[src/rtl/fmac_pkg.sv]
// Shared types and width helpers for the float64 MAC row sequencer.
package fmac_pkg;

    typedef enum logic [2:0] {
        ST_IDLE,
        ST_LOAD,
        ST_ISSUE,
        ST_DRAIN,
        ST_DONE
    } fmac_state_e;

    localparam int FP_W = 64;

    // Index width for n items (at least one bit).
    function automatic int idx_w(input int n);
        return (n > 1) ? $clog2(n) : 1;
    endfunction

    // Width able to hold the values 0..n inclusive.
    function automatic int cnt_w(input int n);
        return (n > 0) ? $clog2(n + 1) : 1;
    endfunction

    // LSB of element j in a flat vector of w-bit elements.
    function automatic int elem_lsb(input int j, input int w);
        return j * w;
    endfunction

endpackage

[src/rtl/fmac_credit_ctr.sv]
// Counts rows issued to the MAC chain whose sums have not yet returned.
// A decrement at zero is dropped and reported as an overflow pulse.
module fmac_credit_ctr
    import fmac_pkg::*;
#(
    parameter int MAX_OUT = 4,
    localparam int CW = cnt_w(MAX_OUT)
) (
    input  logic          clk,
    input  logic          rst_n,
    input  logic          inc,
    input  logic          dec,
    output logic [CW-1:0] count,
    output logic          full,
    output logic          empty,
    output logic          ovf
);

    logic [CW-1:0] count_q, count_d;
    logic          dec_ok;

    assign dec_ok = dec && (count_q != '0);

    // Next count: simultaneous inc and accepted dec cancel out.
    always_comb begin
        count_d = count_q;
        if (inc && !dec_ok)
            count_d = count_q + 1'b1;
        else if (!inc && dec_ok)
            count_d = count_q - 1'b1;
    end

    // Credit register.
    always_ff @(posedge clk or negedge rst_n) begin
        if (!rst_n)
            count_q <= '0;
        else
            count_q <= count_d;
    end

    assign count = count_q;
    assign full  = (count_q == CW'(MAX_OUT));
    assign empty = (count_q == '0);
    assign ovf   = dec && (count_q == '0);

endmodule

[src/rtl/fmac_row_sched.sv]
// Sequencer for the shared float64 MAC chain computing F = H*x: accepts I
// rows of J coefficients, issues (coefficient, x) pairs with a per-row last
// flag, limits rows in flight, and returns indexed row sums.
module fmac_row_sched
    import fmac_pkg::*;
#(
    parameter int J       = 14,
    parameter int I       = 7,
    parameter int A       = 2,
    parameter int MAX_OUT = 4,
    localparam int AWIDTH = $clog2(A) + 1,
    localparam int JW     = idx_w(J),
    localparam int IW     = idx_w(I),
    localparam int CW     = cnt_w(MAX_OUT)
) (
    input  logic                  clk,
    input  logic                  rst_n,
    input  logic                  start,
    input  logic [J*AWIDTH-1:0]   x,
    output logic                  busy,
    output logic                  done,
    input  logic [J*FP_W-1:0]     H_row,
    input  logic                  H_row_valid,
    output logic                  H_row_ready,
    output logic [FP_W-1:0]       elem_H,
    output logic [AWIDTH-1:0]     elem_x,
    output logic                  elem_valid,
    output logic                  elem_last,
    input  logic                  elem_ready,
    input  logic [FP_W-1:0]       res_data,
    input  logic                  res_valid,
    input  logic                  res_last,
    output logic [FP_W-1:0]       F_out,
    output logic                  F_out_valid,
    output logic [IW-1:0]         F_out_idx,
    output logic                  err_overflow
);

    // Row and result counters must reach I itself.
    localparam int RW = cnt_w(I);

    fmac_state_e           state_q;
    logic [J*AWIDTH-1:0]   x_q;
    logic [J*FP_W-1:0]     row_q;
    logic [JW-1:0]         j_q;
    logic [RW-1:0]         rows_q;
    logic [RW-1:0]         res_q;
    logic                  busy_q, done_q, rdy_q;
    logic                  ev_q, el_q;
    logic [FP_W-1:0]       eh_q;
    logic [AWIDTH-1:0]     ex_q;
    logic [FP_W-1:0]       fo_q;
    logic                  fov_q;
    logic [IW-1:0]         foi_q;
    logic                  err_q;

    logic [FP_W-1:0]       row_e [J];
    logic [AWIDTH-1:0]     x_e   [J];
    logic [JW-1:0]         jn;
    logic                  elem_hs, last_hs, row_hs, sum_ok;
    logic                  cr_inc, cr_full, cr_empty, cr_ovf;
    logic [CW-1:0]         cr_count, cr_next;

    for (genvar g = 0; g < J; g++) begin : g_elem
        assign row_e[g] = row_q[elem_lsb(g, FP_W) +: FP_W];
        assign x_e[g]   = x_q[elem_lsb(g, AWIDTH) +: AWIDTH];
    end

    assign jn      = j_q + 1'b1;
    assign elem_hs = ev_q && elem_ready;
    assign last_hs = elem_hs && el_q;
    assign row_hs  = rdy_q && H_row_valid;
    // Only a tagged sum with a credit outstanding is a real row result.
    assign sum_ok  = res_valid && res_last && !cr_empty;
    assign cr_inc  = last_hs && !cr_full;
    // Credit value after this edge, so H_row_ready is correct the cycle it shows.
    assign cr_next = cr_count + CW'(cr_inc) - CW'(sum_ok);

    fmac_credit_ctr #(.MAX_OUT(MAX_OUT)) u_credit (
        .clk   (clk),
        .rst_n (rst_n),
        .inc   (cr_inc),
        .dec   (res_valid && res_last),
        .count (cr_count),
        .full  (cr_full),
        .empty (cr_empty),
        .ovf   (cr_ovf)
    );

    // Pass sequencing with registered handshake and element outputs.
    always_ff @(posedge clk or negedge rst_n) begin
        if (!rst_n) begin
            state_q <= ST_IDLE;
            x_q     <= '0;
            row_q   <= '0;
            j_q     <= '0;
            rows_q  <= '0;
            busy_q  <= 1'b0;
            done_q  <= 1'b0;
            rdy_q   <= 1'b0;
            ev_q    <= 1'b0;
            el_q    <= 1'b0;
            eh_q    <= '0;
            ex_q    <= '0;
        end else begin
            done_q <= 1'b0;
            case (state_q)
                ST_IDLE: begin
                    if (start) begin
                        x_q     <= x;
                        rows_q  <= '0;
                        busy_q  <= 1'b1;
                        rdy_q   <= (cr_next < CW'(MAX_OUT));
                        state_q <= ST_LOAD;
                    end
                end
                ST_LOAD: begin
                    rdy_q <= (cr_next < CW'(MAX_OUT));
                    if (row_hs) begin
                        row_q   <= H_row;
                        j_q     <= '0;
                        eh_q    <= H_row[FP_W-1:0];
                        ex_q    <= x_e[0];
                        ev_q    <= 1'b1;
                        el_q    <= (J == 1);
                        rdy_q   <= 1'b0;
                        state_q <= ST_ISSUE;
                    end
                end
                ST_ISSUE: begin
                    if (elem_hs) begin
                        if (el_q) begin
                            ev_q   <= 1'b0;
                            el_q   <= 1'b0;
                            rows_q <= rows_q + 1'b1;
                            if (rows_q + 1'b1 < RW'(I)) begin
                                rdy_q   <= (cr_next < CW'(MAX_OUT));
                                state_q <= ST_LOAD;
                            end else begin
                                state_q <= ST_DRAIN;
                            end
                        end else begin
                            j_q  <= jn;
                            eh_q <= row_e[jn];
                            ex_q <= x_e[jn];
                            el_q <= (jn == JW'(J - 1));
                        end
                    end
                end
                ST_DRAIN: begin
                    if (cr_empty && res_q == RW'(I)) begin
                        done_q  <= 1'b1;
                        state_q <= ST_DONE;
                    end
                end
                ST_DONE: begin
                    busy_q  <= 1'b0;
                    state_q <= ST_IDLE;
                end
                default: state_q <= ST_IDLE;
            endcase
        end
    end

    // Result capture, row indexing and sticky overflow; active in every state.
    always_ff @(posedge clk or negedge rst_n) begin
        if (!rst_n) begin
            res_q <= '0;
            fo_q  <= '0;
            fov_q <= 1'b0;
            foi_q <= '0;
            err_q <= 1'b0;
        end else begin
            fov_q <= sum_ok;
            if (sum_ok) begin
                fo_q  <= res_data;
                foi_q <= res_q[IW-1:0];
            end
            if (state_q == ST_IDLE && start)
                res_q <= '0;
            else if (sum_ok)
                res_q <= res_q + 1'b1;
            if (cr_ovf)
                err_q <= 1'b1;
        end
    end

    assign busy         = busy_q;
    assign done         = done_q;
    assign H_row_ready  = rdy_q;
    assign elem_H       = eh_q;
    assign elem_x       = ex_q;
    assign elem_valid   = ev_q;
    assign elem_last    = el_q;
    assign F_out        = fo_q;
    assign F_out_valid  = fov_q;
    assign F_out_idx    = foi_q;
    assign err_overflow = err_q;

endmodule
[config.mk]
export PLATFORM = sky130hd
export DESIGN_NAME = fmac_row_sched
export DESIGN_NICKNAME = d
export VERILOG_FILES = /design/src/rtl/fmac_pkg.sv /design/src/rtl/fmac_credit_ctr.sv /design/src/rtl/fmac_row_sched.sv
export SDC_FILE = /design/constraint.sdc
export NUM_CORES = 2
export LEC_CHECK = 0
export CORE_AREA = 2 2 442 444
export CTS_BUF_LIST = sky130_fd_sc_hd__clkbuf_4 sky130_fd_sc_hd__clkbuf_8
export DETAILED_ROUTE_END_ITERATION = 10
export DIE_AREA = 0 0 444 446
export GPL_TIMING_DRIVEN = 0
export SKIP_LAST_GASP = 1
export SLEW_MARGIN = 30
export SYNTH_ARGS = -nofsm -noshare
export SYNTH_HDL_FRONTEND = slang
export SYNTH_SLANG_ARGS = --single-unit
[constraint.sdc]
create_clock -name clk -period 6.8 [get_ports clk]
set_input_delay 0.68 -clock clk [delete_from_list [all_inputs] [get_ports clk]]
set_output_delay 0.68 -clock clk [all_outputs]
set_load 0.1 [all_outputs]
* Yosys cells after proc, flatten, opt, wreduce, memory -nomap -nowiden *
Cells that the tools add are included.

cells by class
  add/sub/neg operators = 7
  $lt $le $gt $ge = 3
  eq/ne operators = 14
  muxes and demuxes = 51
  bitwise logic cells = 1
  reduce and logical (&&, ||, !) cells = 34

operators by type and width
  operator                                        count
  2-to-1 mux 64 bit                               5
  binary-select mux 64 bit (select 4 bit)         1
  case mux 64 bit (2 select lines)                1
  2-to-1 mux 3 bit                                12
  2-to-1 mux 1 bit                                14
  inequality test 2 bit (second input constant)   7
  logical AND 1 bit                               12
  2-to-1 mux 2 bit                                6
  2-to-1 mux 4 bit                                3
  case mux 3 bit (4 select lines)                 1
  AND reduction 4 bit                             3
  AND reduction 5 bit                             2
  nonzero test 2 bit                              5
  adder 3 x 1 -> 3 bit (second input constant)    3
  == test 3 bit (second input constant)           3
  binary-select mux 2 bit (select 4 bit)          1
  case mux 4 bit (2 select lines)                 1
  == test 3 x 2 -> 1 bit (second input constant)  2
  zero test 3 bit                                 2
  < comparator 3 bit (second input constant)      2
  case mux 1 bit (2 select lines)                 3
  case mux 3 bit (2 select lines)                 1
  AND reduction 2 bit                             3
  nonzero test 3 bit                              2
  other kinds (12)                                15

word-level totals
  register bits after elaboration = 1080
  input port bits = 995
  output and inout bits = 140
  word-level logic and storage cells = 128

* Depth between registers and ports, before layout *
  depth after elaboration = 10
  mapped depth = 14
  depth with buffers taken out = 8

* Modules after synthesis *
Synthesis repeated with hierarchy kept, for this count alone.

unflattened totals
  cells, all modules = 5283
  area, all modules = 48258.8 µm²

by module, submodules not included
  module           instances  cells an instance  area each (µm²)  seq. area each (µm²)
  fmac_row_sched   1          5268               48076.1          26950.8
  fmac_credit_ctr  1          15                 182.7            75.1

* Worst setup path before layout *
OpenSTA, ideal clock, no wires.

  kind = register to register
  start point = reg j_q[0]
  end point = reg eh_q[3], in the netlist elem_H[3]
  setup time = 137 ps
  data arrival time = 2790 ps
  data required time = 6663 ps
  slack = 3873 ps
  stages on the path, launching flop included = 15
  buffers on the path = 7
  clock period less this slack = 2927 ps
  cell sequence = dfrtp_1 -> buf_6 -> buf_6 -> buf_6 -> buf_6 -> buf_6 -> inv_1 -> ha_1 -> buf_2 -> buf_1 -> mux4_2 -> nand2_1 -> o31ai_1 -> a222oi_1 -> a21oi_1

between the ends
  longest elaborated chain between the ends = 8

RTL lines
  element                                               RTL line               RTL
  start, declared                                       fmac_row_sched.sv:45   logic [JW-1:0] j_q;
  start signal, assigned                                fmac_row_sched.sv:143  j_q <= jn;
  adder 4 x 1 -> 4 bit                                  fmac_row_sched.sv:69   assign jn = j_q + 1'b1;
  NOT 4 -> 5 bit (not written as such)                  fmac_row_sched.sv:144  eh_q <= row_e[jn];
  binary-select mux 64 bit (select 4 bit)               fmac_row_sched.sv:144
  2-to-1 mux 64 bit (not written as such) (2 in a row)  fmac_row_sched.sv:144
  2-to-1 mux 64 bit                                     fmac_row_sched.sv:132  if (el_q) begin
  2-to-1 mux 64 bit                                     fmac_row_sched.sv:131  if (elem_hs) begin
  case mux 64 bit (2 select lines)                      fmac_row_sched.sv:107  case (state_q)
  end signal, assigned                                  fmac_row_sched.sv:122  eh_q <= H_row[FP_W-1:0];
  end signal, assigned                                  fmac_row_sched.sv:144
  end, declared                                         fmac_row_sched.sv:50   logic [FP_W-1:0] eh_q;

No other way between the ends. The select of a mux whose other input is x is not followed.
A chain may end at the register's enable or synchronous reset.

* Final worst setup path *
  start point = reg j_q[0]
  end point = reg eh_q[57], in the netlist elem_H[57]

The elaborated chain is that of the path after synthesis.

==> impl_metrics.tcl <==
set metrics [dict create \
    die_area_sq_um 198000 \
    power_leakage_nw 27.44 \
    root_buffer "clkbuf_8" \
    synth_commonest_cells "1080 x dfrtp_1, 925 x mux2_2, 401 x nand2_1, 159 x mux4_2, 146 x buf_2" \
    top_layer "met5" \
    crit_fanout 10 \
    synthesis.area_sq_um 47900 \
    pwr-share-comb 0.481 \
    p_clk_frac 0.191 \
    cts_num_sinks 1080 \
    h-tree-depth 4 \
    die_y_microns 446 \
    syn_nets 4356 \
    intPower_mw 20.13 \
    synth.top_cell.area_share 0.5642 \
    synth_top_family_by_area "multiplexers" \
    slowest_stage "clkbuf_1" \
    yosys.area_share.xor_xnor 0.001985 \
    yosys.area_share.simple 0.04030 \
    required_ps 7640 \
    ys_seq_area_frac 0.5642 \
    setup_viol 0 \
    fmax_mhz 183.2 \
    avgViaCountPerCell 4.828 \
    synth_top_area_cell "dfrtp_1" \
    core_area_sq_um 193600 \
    globalRouteTotalUtil 0.2411 \
    synth_seq_cells 1080 \
    ir_worst_vdd_v 0.0003268 \
    synthCells 3353 \
    gp_congestion 0.8960 \
    vias 36118 \
    wire_per_inst_microns 32.68 \
    drc 0 \
    die_w_microns 444 \
    wl_met2_microns 121800 \
    n_fill_cell 19005 \
    drt-initial-drc-count 3101 \
    syn_avg_cell_area_sq_um 14.29 \
    power_switching_mw 15.33 \
    rsz0062_at_grt "false" \
    stdcell_count 7481 \
    dp_hpwl_microns 194000 \
    syn_to_final_growth_pct 40.48 \
    cts_made_buffers 199 \
    finalCritPeriodShare 0.8027 \
    tns_ps 0 \
    synth_compound_area_frac 0.04260 \
    synth_area_leaders "dfrtp_1 56%, mux2_2 22%, mux4_2 7.5%, nand2_1 3.1%, mux2i_1 3.0%" \
    grt_pass1_vias 37530 \
    dp.cells 7049 \
    grt_max_degree 122 \
    ios 1135 \
    clock_latency_ps 980 \
    path_class "register to register" \
    powerDensity_nw_per_um2 526.9 \
    postRouteWirelength_microns 244500 \
    clk_path_buf_depth 3 \
    cts_tree "done" \
    io_buffers 1134 \
    cpPeakStageDelay_ps 790 \
    worstPathArrival_ps 6300 \
    start_util 0.2475 \
    grt_overflow 0 \
    synth-edff-count 0 \
    crit_chain "buf_6, buf_6, buf_6, buf_6, buf_6, inv_1, ha_1, buf_2, clkbuf_2, clkbuf_1, o31ai_2, a222oi_1, a21oi_1" \
    wl_met1_microns 96500 \
    grt_antenna_before_repair 119 \
    yosys_warnings 0 \
    grt_pass1_wl_microns 322800 \
    crit_top_cell "buf_6" \
    skew_ps 42.28 \
    drv_cap 0 \
    hp-class "primary input to async pin" \
    drive_above_1_share 0.3625 \
    endpoint_kind "register" \
    slew_violations 0 \
    hold_viol_final 0 \
    fin_crit_ps 5458 \
    synthAdderAreaFrac 0.002246 \
    slew_headroom 0.2355 \
    ys_types 43 \
    clk_pin_slew_ps 60 \
    synth_ff_type "dfrtp_1" \
    power.share.sequential 0.328 \
    swShare 0.4322 \
    drt_pass1_iterations 9 \
    outcome "finished clean" \
    cp-start-kind "register" \
    wl_met3_microns 17070 \
    drtAntennaViolNets 0 \
    finalNetCount 5714 \
    async_flop_share 1.000 \
    rows 162 \
    muxShareOfSynthArea 0.3225 \
    worst_pin_slew_ps 1137 \
    yosysMostFrequentCell "dfrtp_1" \
]
## registers in the layout (all words and copies together) (netlist names)
register        flops
rows_q              3
res_q               3
F_out_idx           3
j_q                 4
state_q             3
row_q             896
elem_valid          1
F_out_valid         1
x_q                28
elem_H             64
err_overflow        1
elem_last           1
H_row_ready         1
elem_x              2
busy                1
F_out              64
u_credit.count      3
done                1
## cell families (layout without fill, tap and decap cells)
| kind of cell | after synthesis | in the layout |
|---|---|---|
| muxes | 1229 | 1229 |
| adders and majority gates | 8 | 8 |
| xor gates and xnor gates | 10 | 10 |
| DFF | 1080 | 1080 |
| other | 0 | 78 |
| AOI/OAI and AO/OA | 270 | 270 |
| and+or+nand+nor | 501 | 501 |
| buffers and inverters | 255 | 1763 |
## critical path: cells and delay by family, from the launching register on
family | cells | cell delay [ps]
buf+inv | 9 | 3290
fa+ha+maj | 1 | 340
compound gates | 3 | 1210
flops | 1 | 370
## layout by cell type, fill, tap and decap left out, types with 3 or more instances in the layout
master / Yosys / layout
inv_12: 0 / 4
clkdlybuf4s50_1: 0 / 1058
a21o_1: 5 / 5
o31ai_4: 0 / 9
nand2_1: 401 / 401
o221ai_1: 39 / 39
buf_1: 13 / 9
buf_4: 9 / 16
buf_16: 0 / 15
clkinv_2: 0 / 20
mux4_2: 159 / 159
buf_6: 11 / 12
clkbuf_2: 0 / 16
clkbuf_8: 0 / 236
o31ai_2: 0 / 29
clkbuf_4: 0 / 74
diode_2: 0 / 78
nand3_1: 6 / 6
bufinv_16: 0 / 5
nand2b_1: 4 / 4
clkbuf_1: 70 / 56
o21ai_0: 10 / 10
xor2_1: 4 / 4
a21oi_1: 74 / 74
inv_8: 0 / 3
xnor2_1: 5 / 5
clkinvlp_4: 0 / 6
mux2_2: 925 / 925
a222oi_1: 66 / 66
buf_2: 146 / 221
ha_1: 7 / 7
mux2i_1: 145 / 143
dfrtp_1: 1080 / 1080
inv_1: 5 / 5
nor2_1: 79 / 79
o31ai_1: 66 / 28
## worst paths after layout
| kind | from | endpoint | slack [ps] | depth (start not counted) |
|---|---|---|---|---|
| min | rst_n | row_q[690] | 160 | 2 |
| min reg2reg | F_out[46] | F_out[46] | 480 | 2 |
| max | j_q[0] | elem_H[57] | 1340 | 13 |
| max in group asynchronous | rst_n | x_q[12] | 3730 | 7 |
| max reg2reg | j_q[0] | elem_H[57] | 1340 | 13 |
| min in group clk | res_data[37] | F_out[37] | 230 | 3 |
## power groups by stage
stage	sequential, mW	clock, mW	combinational (mW)
finish	11.6	6.79	17.0
global route	12.0	7.23	17.9
CTS	11.6	6.95	17.2
detailed placement	11.7	0	17.1
global placement	11.7	0	16.7
floorplan	13.4	0	8.02
## repair_timing
| action | CTS | global route |
|---|---|---|
| endpoints found under the setup margin | 0 | 0 |
| hold buffers | 1 | 0 |
| hold endpoints to repair | 238 | 0 |
| setup buffers | 0 | 0 |
| gates resized for setup | 0 | 0 |
## layout make-up
class                      count  area (sq um)  area share
sequential                  1080         27030      0.4016
multi-input combinational   2018         19910      0.2959
timing repair buffer        1157         11470      0.1704
clock buffer                 310          3804     0.05652
tap                         2542          3181     0.04726
buffer                       249          1261     0.01874
clock inverter                41         427.9    0.006359
antenna                       78         195.2    0.002900
inverter                       6         22.52   0.0003347
## through the flow
step / hold slack, ps / total power [mW] / util / setup slack, ps / instance area [sq um]
3_3_place_gp: 452.9 / 28.46 / 0.3225 / -46720 / 62440
6_report: 158.8 / 35.46 / 0.3476 / 1342 / 67290
4_1_cts: 19.57 / 35.71 / 0.3466 / 997.6 / 67090
5_1_grt: 86.84 / 37.06 / 0.3474 / 969.1 / 67240
3_5_place_dp: 458.4 / 28.81 / 0.3247 / 1028 / 62840
2_1_floorplan: 384.4 / 21.44 / - / 3873 / 47900
## layer usage
layer | up-vias | track usage
met2 | 1515 | 0.4040
met3 | 407 | 0.06431
met1 | 18985 | 0.2903
li1 | 15163 | -
met4 | 48 | 0.1057
met5 | - | 0
No activity file was read; power rests on OpenSTA's default activity.
